--- src/rtl/cache_ctrl_fsm_pkg.sv ---
// -----------------------------------------------------------------------------
// cache_pkg
// Shared definitions for the L1 cache controller:
//   - state_e      : controller state encoding
//   - POLICY_*     : write-policy encodings
//   - calc_ww()    : way-index width for a given associativity
//   - calc_bw()    : beat-index width for a given line length in words
// -----------------------------------------------------------------------------
package cache_pkg;

    typedef enum logic [2:0] {
        ST_CHECK  = 3'd0,
        ST_WRBACK = 3'd1,
        ST_FILL   = 3'd2,
        ST_UPDATE = 3'd3,
        ST_WTHRU  = 3'd4
    } state_e;

    localparam bit POLICY_WT = 1'b0;   // write-through, no allocate on store miss
    localparam bit POLICY_WB = 1'b1;   // write-back, write-allocate

    // A direct-mapped cache still carries a 1-bit way index.
    function automatic int calc_ww(input int ways);
        if (ways <= 1) begin
            return 1;
        end else begin
            return $clog2(ways);
        end
    endfunction

    function automatic int calc_bw(input int words);
        return $clog2(words);
    endfunction

endpackage

--- src/rtl/cache_ctrl_fsm_beat_counter.sv ---
// -----------------------------------------------------------------------------
// beat_counter
// BW-bit word counter for multi-beat line transfers.
// Ports:
//   clk_i, rst_i : clock, asynchronous active-high reset
//   clr_i        : return to beat 0 (has priority over inc_i)
//   inc_i        : advance one beat
//   cnt_o        : current beat index
//   last_o       : current beat is the final word of the line
// -----------------------------------------------------------------------------
module beat_counter #(
    parameter int BW = 2
) (
    input  logic          clk_i,
    input  logic          rst_i,
    input  logic          clr_i,
    input  logic          inc_i,
    output logic [BW-1:0] cnt_o,
    output logic          last_o
);

    logic [BW-1:0] cnt_q;
    logic [BW-1:0] cnt_d;

    // Next-count selection: clear wins over increment.
    always_comb begin
        cnt_d = cnt_q;
        if (clr_i) begin
            cnt_d = {BW{1'b0}};
        end else if (inc_i) begin
            cnt_d = cnt_q + {{(BW-1){1'b0}}, 1'b1};
        end else begin
            cnt_d = cnt_q;
        end
    end

    // Counter register.
    always_ff @(posedge clk_i or posedge rst_i) begin
        if (rst_i) begin
            cnt_q <= {BW{1'b0}};
        end else begin
            cnt_q <= cnt_d;
        end
    end

    // Lines are a power of two words long, so the last beat is all ones.
    assign cnt_o  = cnt_q;
    assign last_o = (cnt_q == {BW{1'b1}});

endmodule

--- src/rtl/cache_ctrl_fsm.sv ---
// -----------------------------------------------------------------------------
// cache_ctrl_fsm
// L1 cache controller: hit/miss classification, dirty-line write-back,
// multi-beat refill and single-beat write-through.
// Ports:
//   CLK, RST            : clock, asynchronous active-high reset
//   cpu_req, cpu_we     : CPU access valid / access is a store
//   cpu_offset          : word offset of the CPU access (write-through beat)
//   hit, hit_way        : tag match and matching way
//   victim_way/_dirty   : replacement way and its dirty bit
//   mem_ack             : memory finished current beat
//   cpu_stall           : pipeline hold
//   mem_req, mem_we     : memory beat request / write
//   beat                : word index of current memory beat
//   way_sel             : way addressed by array writes
//   cache_we, fill_sel  : data-array word write, source (1 = memory)
//   set_valid, set_dirty, clr_dirty, lru_update : tag/LRU strobes
// Outputs are decoded combinationally so a hit completes in its own cycle;
// they are all forced low while RST is asserted.
// -----------------------------------------------------------------------------
module cache_ctrl_fsm
    import cache_pkg::*;
#(
    parameter  int WAYS       = 2,
    parameter  int WORDS      = 4,
    parameter  int WRITE_BACK = 1,
    localparam int WW         = calc_ww(WAYS),
    localparam int BW         = calc_bw(WORDS)
) (
    input  logic          CLK,
    input  logic          RST,
    input  logic          cpu_req,
    input  logic          cpu_we,
    input  logic [BW-1:0] cpu_offset,
    input  logic          hit,
    input  logic [WW-1:0] hit_way,
    input  logic [WW-1:0] victim_way,
    input  logic          victim_dirty,
    input  logic          mem_ack,
    output logic          cpu_stall,
    output logic          mem_req,
    output logic          mem_we,
    output logic [BW-1:0] beat,
    output logic [WW-1:0] way_sel,
    output logic          cache_we,
    output logic          fill_sel,
    output logic          set_valid,
    output logic          set_dirty,
    output logic          clr_dirty,
    output logic          lru_update
);

    localparam bit POLICY = (WRITE_BACK != 0) ? POLICY_WB : POLICY_WT;

    state_e        state_q, state_d;
    logic [WW-1:0] way_q, way_d;
    logic [BW-1:0] off_q, off_d;

    logic          cnt_clr_s, cnt_inc_s, cnt_last_s;
    logic [BW-1:0] cnt_s;

    logic          stall_s, mem_req_s, mem_we_s, cache_we_s, fill_sel_s;
    logic          set_valid_s, set_dirty_s, clr_dirty_s, lru_update_s;
    logic [BW-1:0] beat_s;
    logic [WW-1:0] way_sel_s;

    beat_counter #(.BW(BW)) u_beat_counter (
        .clk_i  (CLK),
        .rst_i  (RST),
        .clr_i  (cnt_clr_s),
        .inc_i  (cnt_inc_s),
        .cnt_o  (cnt_s),
        .last_o (cnt_last_s)
    );

    // Next-state and output decode.
    always_comb begin
        state_d      = state_q;
        way_d        = way_q;
        off_d        = off_q;
        cnt_clr_s    = 1'b0;
        cnt_inc_s    = 1'b0;
        stall_s      = 1'b0;
        mem_req_s    = 1'b0;
        mem_we_s     = 1'b0;
        cache_we_s   = 1'b0;
        fill_sel_s   = 1'b0;
        set_valid_s  = 1'b0;
        set_dirty_s  = 1'b0;
        clr_dirty_s  = 1'b0;
        lru_update_s = 1'b0;
        beat_s       = cnt_s;
        way_sel_s    = way_q;

        case (state_q)
            ST_CHECK: begin
                if (!cpu_req) begin
                    state_d = ST_CHECK;
                end else if (hit) begin
                    lru_update_s = 1'b1;
                    way_sel_s    = hit_way;
                    if (cpu_we) begin
                        cache_we_s = 1'b1;
                        fill_sel_s = 1'b0;
                        if (POLICY == POLICY_WB) begin
                            set_dirty_s = 1'b1;
                        end else begin
                            // Array updated now; memory copy follows in WTHRU.
                            stall_s = 1'b1;
                            off_d   = cpu_offset;
                            state_d = ST_WTHRU;
                        end
                    end else begin
                        state_d = ST_CHECK;
                    end
                end else begin
                    stall_s   = 1'b1;
                    way_d     = victim_way;
                    way_sel_s = victim_way;
                    if ((POLICY == POLICY_WB) && victim_dirty) begin
                        state_d = ST_WRBACK;
                    end else if ((POLICY == POLICY_WT) && cpu_we) begin
                        off_d   = cpu_offset;
                        state_d = ST_WTHRU;
                    end else begin
                        state_d = ST_FILL;
                    end
                end
            end
            ST_WRBACK: begin
                stall_s   = 1'b1;
                mem_req_s = 1'b1;
                mem_we_s  = 1'b1;
                if (mem_ack) begin
                    if (cnt_last_s) begin
                        cnt_clr_s   = 1'b1;
                        clr_dirty_s = 1'b1;
                        state_d     = ST_FILL;
                    end else begin
                        cnt_inc_s = 1'b1;
                    end
                end else begin
                    state_d = ST_WRBACK;
                end
            end
            ST_FILL: begin
                stall_s   = 1'b1;
                mem_req_s = 1'b1;
                if (mem_ack) begin
                    cache_we_s = 1'b1;
                    fill_sel_s = 1'b1;
                    if (cnt_last_s) begin
                        cnt_clr_s = 1'b1;
                        state_d   = ST_UPDATE;
                    end else begin
                        cnt_inc_s = 1'b1;
                    end
                end else begin
                    state_d = ST_FILL;
                end
            end
            ST_UPDATE: begin
                stall_s     = 1'b1;
                set_valid_s = 1'b1;
                state_d     = ST_CHECK;
            end
            ST_WTHRU: begin
                mem_req_s = 1'b1;
                mem_we_s  = 1'b1;
                beat_s    = off_q;
                if (mem_ack) begin
                    stall_s = 1'b0;
                    state_d = ST_CHECK;
                end else begin
                    stall_s = 1'b1;
                end
            end
            default: begin
                cnt_clr_s = 1'b1;
                state_d   = ST_CHECK;
            end
        endcase
    end

    // State, latched victim way and write-through offset.
    always_ff @(posedge CLK or posedge RST) begin
        if (RST) begin
            state_q <= ST_CHECK;
            way_q   <= {WW{1'b0}};
            off_q   <= {BW{1'b0}};
        end else begin
            state_q <= state_d;
            way_q   <= way_d;
            off_q   <= off_d;
        end
    end

    // Request-gated decode must not leak out while reset is held.
    assign cpu_stall  = RST ? 1'b0 : stall_s;
    assign mem_req    = RST ? 1'b0 : mem_req_s;
    assign mem_we     = RST ? 1'b0 : mem_we_s;
    assign beat       = RST ? {BW{1'b0}} : beat_s;
    assign way_sel    = RST ? {WW{1'b0}} : way_sel_s;
    assign cache_we   = RST ? 1'b0 : cache_we_s;
    assign fill_sel   = RST ? 1'b0 : fill_sel_s;
    assign set_valid  = RST ? 1'b0 : set_valid_s;
    assign set_dirty  = RST ? 1'b0 : set_dirty_s;
    assign clr_dirty  = RST ? 1'b0 : clr_dirty_s;
    assign lru_update = RST ? 1'b0 : lru_update_s;

endmodule

--- config.mk ---
export PLATFORM = sky130hd
export DESIGN_NAME = cache_ctrl_fsm
export DESIGN_NICKNAME = d
export VERILOG_FILES = /design/src/rtl/cache_ctrl_fsm_pkg.sv /design/src/rtl/cache_ctrl_fsm_beat_counter.sv /design/src/rtl/cache_ctrl_fsm.sv
export SDC_FILE = /design/constraint.sdc
export NUM_CORES = 1
export LEC_CHECK = 0
export ABC_AREA = 0
export BUFFER_PORTS_ARGS = -buffer_cell sky130_fd_sc_hd__clkbuf_2
export CORE_UTILIZATION = 30
export CTS_BUF_LIST = sky130_fd_sc_hd__clkbuf_16
export DETAILED_ROUTE_END_ITERATION = 7
export GPL_TIMING_DRIVEN = 0
export PLACE_DENSITY_LB_ADDON = 0.1
export SYNTH_ARGS = -nofsm -noshare
export SYNTH_HDL_FRONTEND = slang
export SYNTH_SLANG_ARGS = --single-unit
--- constraint.sdc ---
create_clock -name CLK -period 1.87 [get_ports CLK]
set_input_delay 0.0935 -clock CLK [delete_from_list [all_inputs] [get_ports CLK]]
set_output_delay 0.0935 -clock CLK [all_outputs]
set_load 0.02 [all_outputs]
---- Word level (Yosys, flattened, before mapping) ----
Cells that the tools add are included.
word-level totals
  word-level logic and storage cells ...... 74
  flip-flop bits (word level) ............. 6
  bits of input ports ..................... 11
  output and inout port bits .............. 12
  memories ................................ 0
  bits in latches ......................... 0
  bits in writable memories ............... 0
  memory bits (read-only) ................. 0
operators by class
  bitwise logic cells ..................... 1
  equality and inequality tests ........... 9
  reduce and logical (&&, ||, !) cells .... 9
  magnitude comparators ................... 0
  shift-type cells ........................ 0
  multiply operators ...................... 0
  muxes and demuxes ....................... 51
  add/sub/neg operators ................... 1
  div/mod/pow operators ................... 0
operators by type and width
  kind                   count
  $mux W1                34
  $mux W3                8
  $pmux W3 S4            1
  $mux W2                5
  $reduce_or A3 Y1       3
  $eq A3 B2 Y1 const B   2
  $ne A3 B3 Y1 const B   2
  $ne A4 B4 Y1 const B   1
  $pmux W1 S2            2
  $reduce_and A4 Y1      1
  $reduce_or A2 Y1       2
  $eq A3 B1 Y1 const B   1
  $eq A3 B3 Y1 const B   1
  $logic_not A3 Y1       1
  $pmux W1 S3            1
  $reduce_and A3 Y1      1
  $add A2 B1 Y2 const B  1
  $eq A2 B2 Y1 const B   1
  $ne A2 B2 Y1 const B   1
  $reduce_bool A2 Y1     1
  $not A1 Y1             1

---- Logic depth before layout (Yosys ltp) ----
Gate-level depths: netlist of run 1.
  depth after elaboration ................. 6
  mapped depth ............................ 5
  gate-level depth less buffers ........... 5

---- Modules after synthesis ----
A second synthesis of run 1 with hierarchy kept.
unflattened totals
  cell total of the unflattened synthesis .. 51
  area total of the unflattened synthesis .. 455.4 um^2
by module, submodules not included
  module          seq. area each (um^2)  instances  cells an instance  area each (um^2)
  cache_ctrl_fsm  75.1                   1          43                 362.8
  beat_counter    50.0                   1          8                  92.6

---- Worst setup path after synthesis of run 1 ----
OpenSTA, ideal clock, no wires.
  path kind ............................... reg2out
  start point ............................. reg state_q[0]
  end point ............................... out cache_we
  cell stages (with the launch flop) ...... 6
  slack ................................... 0.215 ns
  data arrival time ....................... 1.561 ns
  buffers on the path ..................... 0
  required time ........................... 1.776 ns
  cells stage by stage .................... dfrtp_1 inv_1 ha_1 and4b_1 and2_1 or2_1
between the ends
  longest elaborated chain between the ends .. 3
  elaborated cells between the ends (all ways) .. 4
  those cells by class .................... 1 x eq/ne; 2 x mux; 1 x reduce/logical
ends and longest elaborated chain
  what                                              RTL line               RTL
  start, declared                                   cache_ctrl_fsm.sv:55   state_e state_q, state_d;
  start signal, assigned                            cache_ctrl_fsm.sv:192  state_q <= state_d;
  $eq A3 B2 Y1 or $logic_not A3 Y1 (tied branches)  cache_ctrl_fsm.sv:95   case (state_q)
  $pmux W1 S2 *                                     cache_ctrl_fsm.sv:95
  $mux W1 *                                         cache_ctrl_fsm.sv:204  assign cache_we = RST ? 1'b0 : cache_we_s;
  end, declared                                     cache_ctrl_fsm.sv:45   output logic cache_we,
Every way passes the cells marked *; elsewhere a longest branch is shown, timed or not.

---- Worst setup path in the final report of run 1 ----
Ends and elaborated chain as after synthesis.

==> metrics.txt, run 1 <==
GR Layer Usage met2 0.230; Area growth, synth to finish 45.9%; CTS root buffer clkbuf_16; fin worst setup slack between 0.1 and 0.15 ns; CP startpoint state_q[0]$_DFFE_PP0P_; RR Endpoint state_q[1]$_DFFE_PP0P_; synthesized cell area 447 um2; IO Pins 23; asr flop ratio synth 1.00; setup bufs post-CTS 0; Crit-path slowest cell dfrtp_1; Post-Layout Cell Count 90; total wire length just under 1000 um; Warnings, synthesis 0; routing usage on met3 0.0333; Synth Register Bits 5; Least-Margin Pin Slew 0.209 ns; critical path cell sequence inv_1, ha_2, and4b_1, and2_1, or2_1, clkbuf_2; unrepaired setup endpoints after global routing false; minimum clock period about 1.7 ns; GRT Total Usage 0.143; crit-path max cell delay about 0.38 ns; clock-pin slew on the worst setup and hold paths about 0.03 ns; DRT antenna net count 0; DR WL/cell 10.7 um; vias in the first global route ~370; worst relative slew slack 0.860; DR vias about 430; DP HPWL 761 um; CTS tree yes; post-route setup TNS 0 ns; clock skew 0.00123 ns; CP endpoint cache_we; ant diodes 0; Clock Latency Late Sink 0.22 ns; CTS HTree Levels 1; gr ovfl total 0; Cell Pwr Density between 1000 and 1500 nW/um2; core area 1350 um2; maximum ir drop on the vdd rail slightly below 0.7 mV; final hold vios 0; Placed Cells 85; initial antenna violation count 0; total CTS buffers 3; Hold Path Depth 2; most used routing layer met2; Final setup viols 0; R2R setup slack roughly 0.37 ns; RePlAce Congestion approximately 0.62; post-route cell area 652 um2; sequential area share after synthesis 0.280; 1st-iter DRT viols 3; num rows 13; area post-placement roughly 560 um2; path category of the worst min-delay check in2reg; nature of the critical path endpoint primary output; most common cell after layout, fill and taps aside clkbuf_2; period utilisation layout 0.923; final net count 92; Worst Path Arrival 1.63 ns; Crit Path Max Fanout 7; first-pass GRT wire length roughly 1500 um; number of remaining DRC errors 0; clk sinks 5; Die Span X 40.6 um; number of flops mapped to enable cells by yosys 0; met1 Use GR 0.164; outcome finished clean; Cell variety after synth 24; Startpoint Class flop; mean post-synth cell area 8.76 um2; commonest cells after routing, fill and taps aside clkbuf_2 (19), nand2_1 (5), nor2b_1 (5), dfrtp_1 (5); P_leak about 0.35 nW; pre-CTS setup slack between 0.3 and 0.4 ns; max-cap viol count 0; Initial Util 0.331; worst endpoint required time about 1.8 ns; hold_ws around 0.11 ns; synthesized instance count slightly above 50; layout cell share with drive strength beyond 1 0.347; WS Path Type reg2out; Die Y-Extent a little over 40 um; IO Port Bufs 19; Worst R2R Path Depth 5; maximum clock rate between 500 and 600 MHz; Pre-Repair DR Iteration Count 3; Synth Flop Type dfrtp_1; Longest Clk Path Bufs 2; Die ar. 1650 um2; largest net degree at the start of global routing 11; Post-Syn Nets 67; RR Startpoint state_q[1]$_DFFE_PP0P_; Max Slew Vio Count 0; vias per cell roughly 4.8
## cells in the mapped netlist (3+ instances only)
library cell | number | area [um2]
a21oi_1 | 4 | 20.0
dfrtp_1 | 5 | 125
ha_1 | 5 | 62.6
inv_1 | 3 | 11.3
mux2_1 | 3 | 33.8
nand2_1 | 5 | 18.8
nand2b_1 | 3 | 18.8
nor2_1 | 3 | 11.3
nor2b_1 | 5 | 31.3
## worst min path at each step
stage / startpoint / to / slack, ns
3_3_place_gp: RST / state_q[1]$_DFFE_PP0P_ / 0.07
2_1_floorplan: RST / state_q[0]$_DFFE_PP0P_ / 0.03
3_5_place_dp: RST / way_q$_DFFE_PP0P_ / 0.07
5_1_grt: victim_way / way_q$_DFFE_PP0P_ / 0.13
4_1_cts: victim_way / way_q$_DFFE_PP0P_ / 0.11
6_report: victim_way / way_q$_DFFE_PP0P_ / 0.11
## routing by layer
| layer | vias up | wire length [um] |
|---|---|---|
| li1 | 225 | - |
| met1 | 194 | 466 |
| met2 | 13 | 455 |
| met3 | 0 | 40 |
| met4 | 0 | 0 |
| met5 | - | 0 |
## what timing repair did
item	in CTS	in global routing
hold buffers	1	0
gates resized for setup	0	1
hold endpoints to repair	5	0
endpoints found under the setup margin	0	1
## power breakdown
part / total [W] / leakage (nW) / switching, W / internal (W)
Clock: 0.000343 / 0.0423 / 0.0000661 / 0.000277
Combinational: 0.000435 / 0.244 / 0.000241 / 0.000194
Sequential: 0.000199 / 0.0623 / 0.0000391 / 0.000160
Total: 0.000977 / 0.349 / 0.000346 / 0.000630
## per-stage QoR
step,total power [W],util
2_1_floorplan,0.000517,-
3_3_place_gp,0.000630,0.415
3_5_place_dp,0.000631,0.415
4_1_cts,0.000989,0.481
5_1_grt,0.00106,0.483
6_report,0.000977,0.483
## registers in the layout (all words and copies together) (netlist names)
register	cells
way_q	1
u_beat_counter.cnt_o	2
state_q	2
## worst max-delay path: cells and delay by family (launching register included)
| family | cells | cell delay, ns |
|---|---|---|
| buffers and inverters | 2 | 0.23 |
| adder cells (fa/ha/maj) | 1 | 0.23 |
| AND/OR/NAND/NOR | 3 | 0.57 |
| flip-flops | 1 | 0.38 |
## final cells by class
| class | count | area [um2] |
|---|---|---|
| Tap cell | 15 | 18.8 |
| Timing Repair Buffer | 20 | 105 |
| Sequential cell | 5 | 125 |
| Multi-Input combinational cell | 41 | 302 |
| Inverter | 4 | 15.0 |
| Clock inverter | 1 | 3.75 |
| Fill cell | 139 | 698 |
| Clock buffer | 3 | 75.1 |
| Buffer | 1 | 7.51 |
## logic make-up (layout without fill, tap and decap cells)
family / after synthesis / count (layout) / synth area share
adders and majority gates: 5 / 5 / 0.140
buffers and inverters: 5 / 29 / 0.0504
muxes: 4 / 4 / 0.0980
AOI/OAI and AO/OA: 9 / 9 / 0.129
and+or+nand+nor: 23 / 23 / 0.303
DFF: 5 / 5 / 0.280
Note: power is estimated with default switching activity, not from simulation.
==> run 2: changes to the inputs <==
--- a/config.mk
+++ b/config.mk
@@ -7,7 +7,9 @@
 export LEC_CHECK = 0
 export ABC_AREA = 0
 export BUFFER_PORTS_ARGS = -buffer_cell sky130_fd_sc_hd__clkbuf_2
-export CORE_UTILIZATION = 30
+export CELL_PAD_IN_SITES_DETAIL_PLACEMENT = 0
+export CELL_PAD_IN_SITES_GLOBAL_PLACEMENT = 1
+export CORE_UTILIZATION = 29
 export CTS_BUF_LIST = sky130_fd_sc_hd__clkbuf_16
 export DETAILED_ROUTE_END_ITERATION = 7
 export GPL_TIMING_DRIVEN = 0
==> run 2 against run 1 <==
- setup slack better by 0.0085 ns
- combinational power about the same
- non-clock buffer count unchanged
- sequential power about the same
- sequential share of layout area unchanged
- power down 0.31%
- first-iteration DRC count down 67%
- clock skew down 0.00077 ns
- via count down 0.46%
- critical path type unchanged
==> metrics.txt, run 2 (same netlist as run 1, synthesis figures left out) <==
Area growth, synth to finish 45.9%; CTS HTree Levels 1; IO Pins 23; num rows 13; Crit Path Max Fanout 7; clock skew 0.000461 ns; path category of the worst min-delay check in2reg; Startpoint Class flop; Worst Path Arrival approximately 1.6 ns; total wire length between 900 and 1000 um; vias in the first global route 348; DR WL/cell ~11 um; fin worst setup slack around 0.15 ns; initial antenna violation count 0; worst endpoint required time roughly 1.8 ns; Least-Margin Pin Slew 0.216 ns; DP HPWL 790 um; final net count 92; unrepaired setup endpoints after global routing false; vias per cell between 4 and 5; RePlAce Congestion around 0.6; IO Port Bufs 19; first-pass GRT wire length around 1400 um; gr ovfl total 0; Die Span X between 40 and 50 um; maximum ir drop on the vdd rail about 0.86 mV; Longest Clk Path Bufs 2; crit path buf inv count 2; pre-CTS setup slack around 0.31 ns; max-cap viol count 0; period utilisation layout 0.918; largest net degree at the start of global routing 11; Fill cells roughly 150; Crit-path slowest cell dfrtp_1; ant diodes 0; clock-pin slew on the worst setup and hold paths approximately 0.03 ns; crit-path max cell delay approximately 0.38 ns; area post-placement about 560 um2; Die ar. about 1700 um2; Pre-Repair DR Iteration Count 2; post-route setup TNS 0 ns; number of remaining DRC errors 0; commonest cells after routing, fill and taps aside clkbuf_2 (19), nand2_1 (5), nor2b_1 (5), dfrtp_1 (5); DRT antenna net count 0; CTS root buffer clkbuf_16; Top Family by Delay on Critical Path simple AND/OR/NAND/NOR gates; setup bufs post-CTS 0; final hold vios 0; clk sinks 5; GRT Total Usage 0.135; Initial Util 0.327; P_leak ~0.35 nW; 1st-iter DRT viols 1; Max Slew Vio Count 0; DR vias 430; critical path cell sequence inv_1, ha_2, and4b_1, and2_1, or2_1, clkbuf_2; WS Path Type reg2out; Finished Core Util 0.477; Clock Latency Late Sink approximately 0.22 ns; outcome finished clean; maximum clock rate between 500 and 600 MHz; Final setup viols 0; total CTS buffers 3; total power roughly 0.00097 W; most common cell after layout, fill and taps aside clkbuf_2; CTS tree yes; minimum clock period around 1.7 ns; core area around 1400 um2; Cell Pwr Density 1490 nW/um2; layout cell share with drive strength beyond 1 0.347; nature of the critical path endpoint primary output; worst relative slew slack 0.855; post-route cell area ~650 um2; Die Y-Extent about 41 um
-- run 2: repair_timing --
item,4_1_cts,5_1_grt
endpoints found under the hold margin,5,0
hold buffers,1,0
endpoints found under the setup margin,0,1
gates resized for setup,0,1
-- run 2: report_power, final --
part / total [W] / switching, W / internal, W
sequential: 0.000199 / 0.0000392 / 0.000160
combinational: 0.000436 / 0.000242 / 0.000194
clock: 0.000339 / 0.0000628 / 0.000276
-- run 2: final cells by class --
class	count	area (um2)	area share
repair buffers	20	105	0.161
clock buffers	3	75.1	0.115
plain buffers	1	7.51	0.0115
multi-input cells	41	302	0.463
clock inverters	1	3.75	0.00576
inverters	4	15.0	0.0230
flip-flops and latches	5	125	0.192
well taps	15	18.8	0.0288
-- run 2: per-layer routing --
metal	global-route usage	up-vias	routed length [um]
met5	0	-	0
met4	0.0726	0	0
met3	0.0489	0	73
met2	0.207	15	429
met1	0.162	191	464
li1	-	224	-
-- run 2: stage by stage --
stage / hold WS [ns] / cells
global placement: 0.0679 / 85
CTS: 0.115 / 90
global route: 0.121 / 90
finish: 0.108 / 90
detailed placement: 0.0703 / 85
floorplan: 0.0272 / 51
-- run 2: worst register-to-register path: stages (launching register included) --
cell and delay, ns:
dfrtp_1 0.40, inv_1 0.09, ha_1 0.20, nor2_1 0.05, o32a_1 0.32, mux2_1 0.32
-- run 2: final timing paths --
kind                                             start                                   to  slack [ns]  cells after the start
worst max-delay path            state_q[0]$_DFFE_PP0P_                             cache_we        0.15                      6
worst min-delay path                        victim_way                    way_q$_DFFE_PP0P_        0.11                      2
worst max register to register  state_q[1]$_DFFE_PP0P_               state_q[0]$_DFFE_PP0P_        0.36                      5
worst min register to register       way_q$_DFFE_PP0P_                    way_q$_DFFE_PP0P_        0.49                      1
max in group asynchronous                          RST               state_q[1]$_DFFE_PP0P_        1.31                      3
min in group asynchronous                          RST  u_beat_counter.cnt_o[1]$_DFFE_PP0P_        0.39                      3
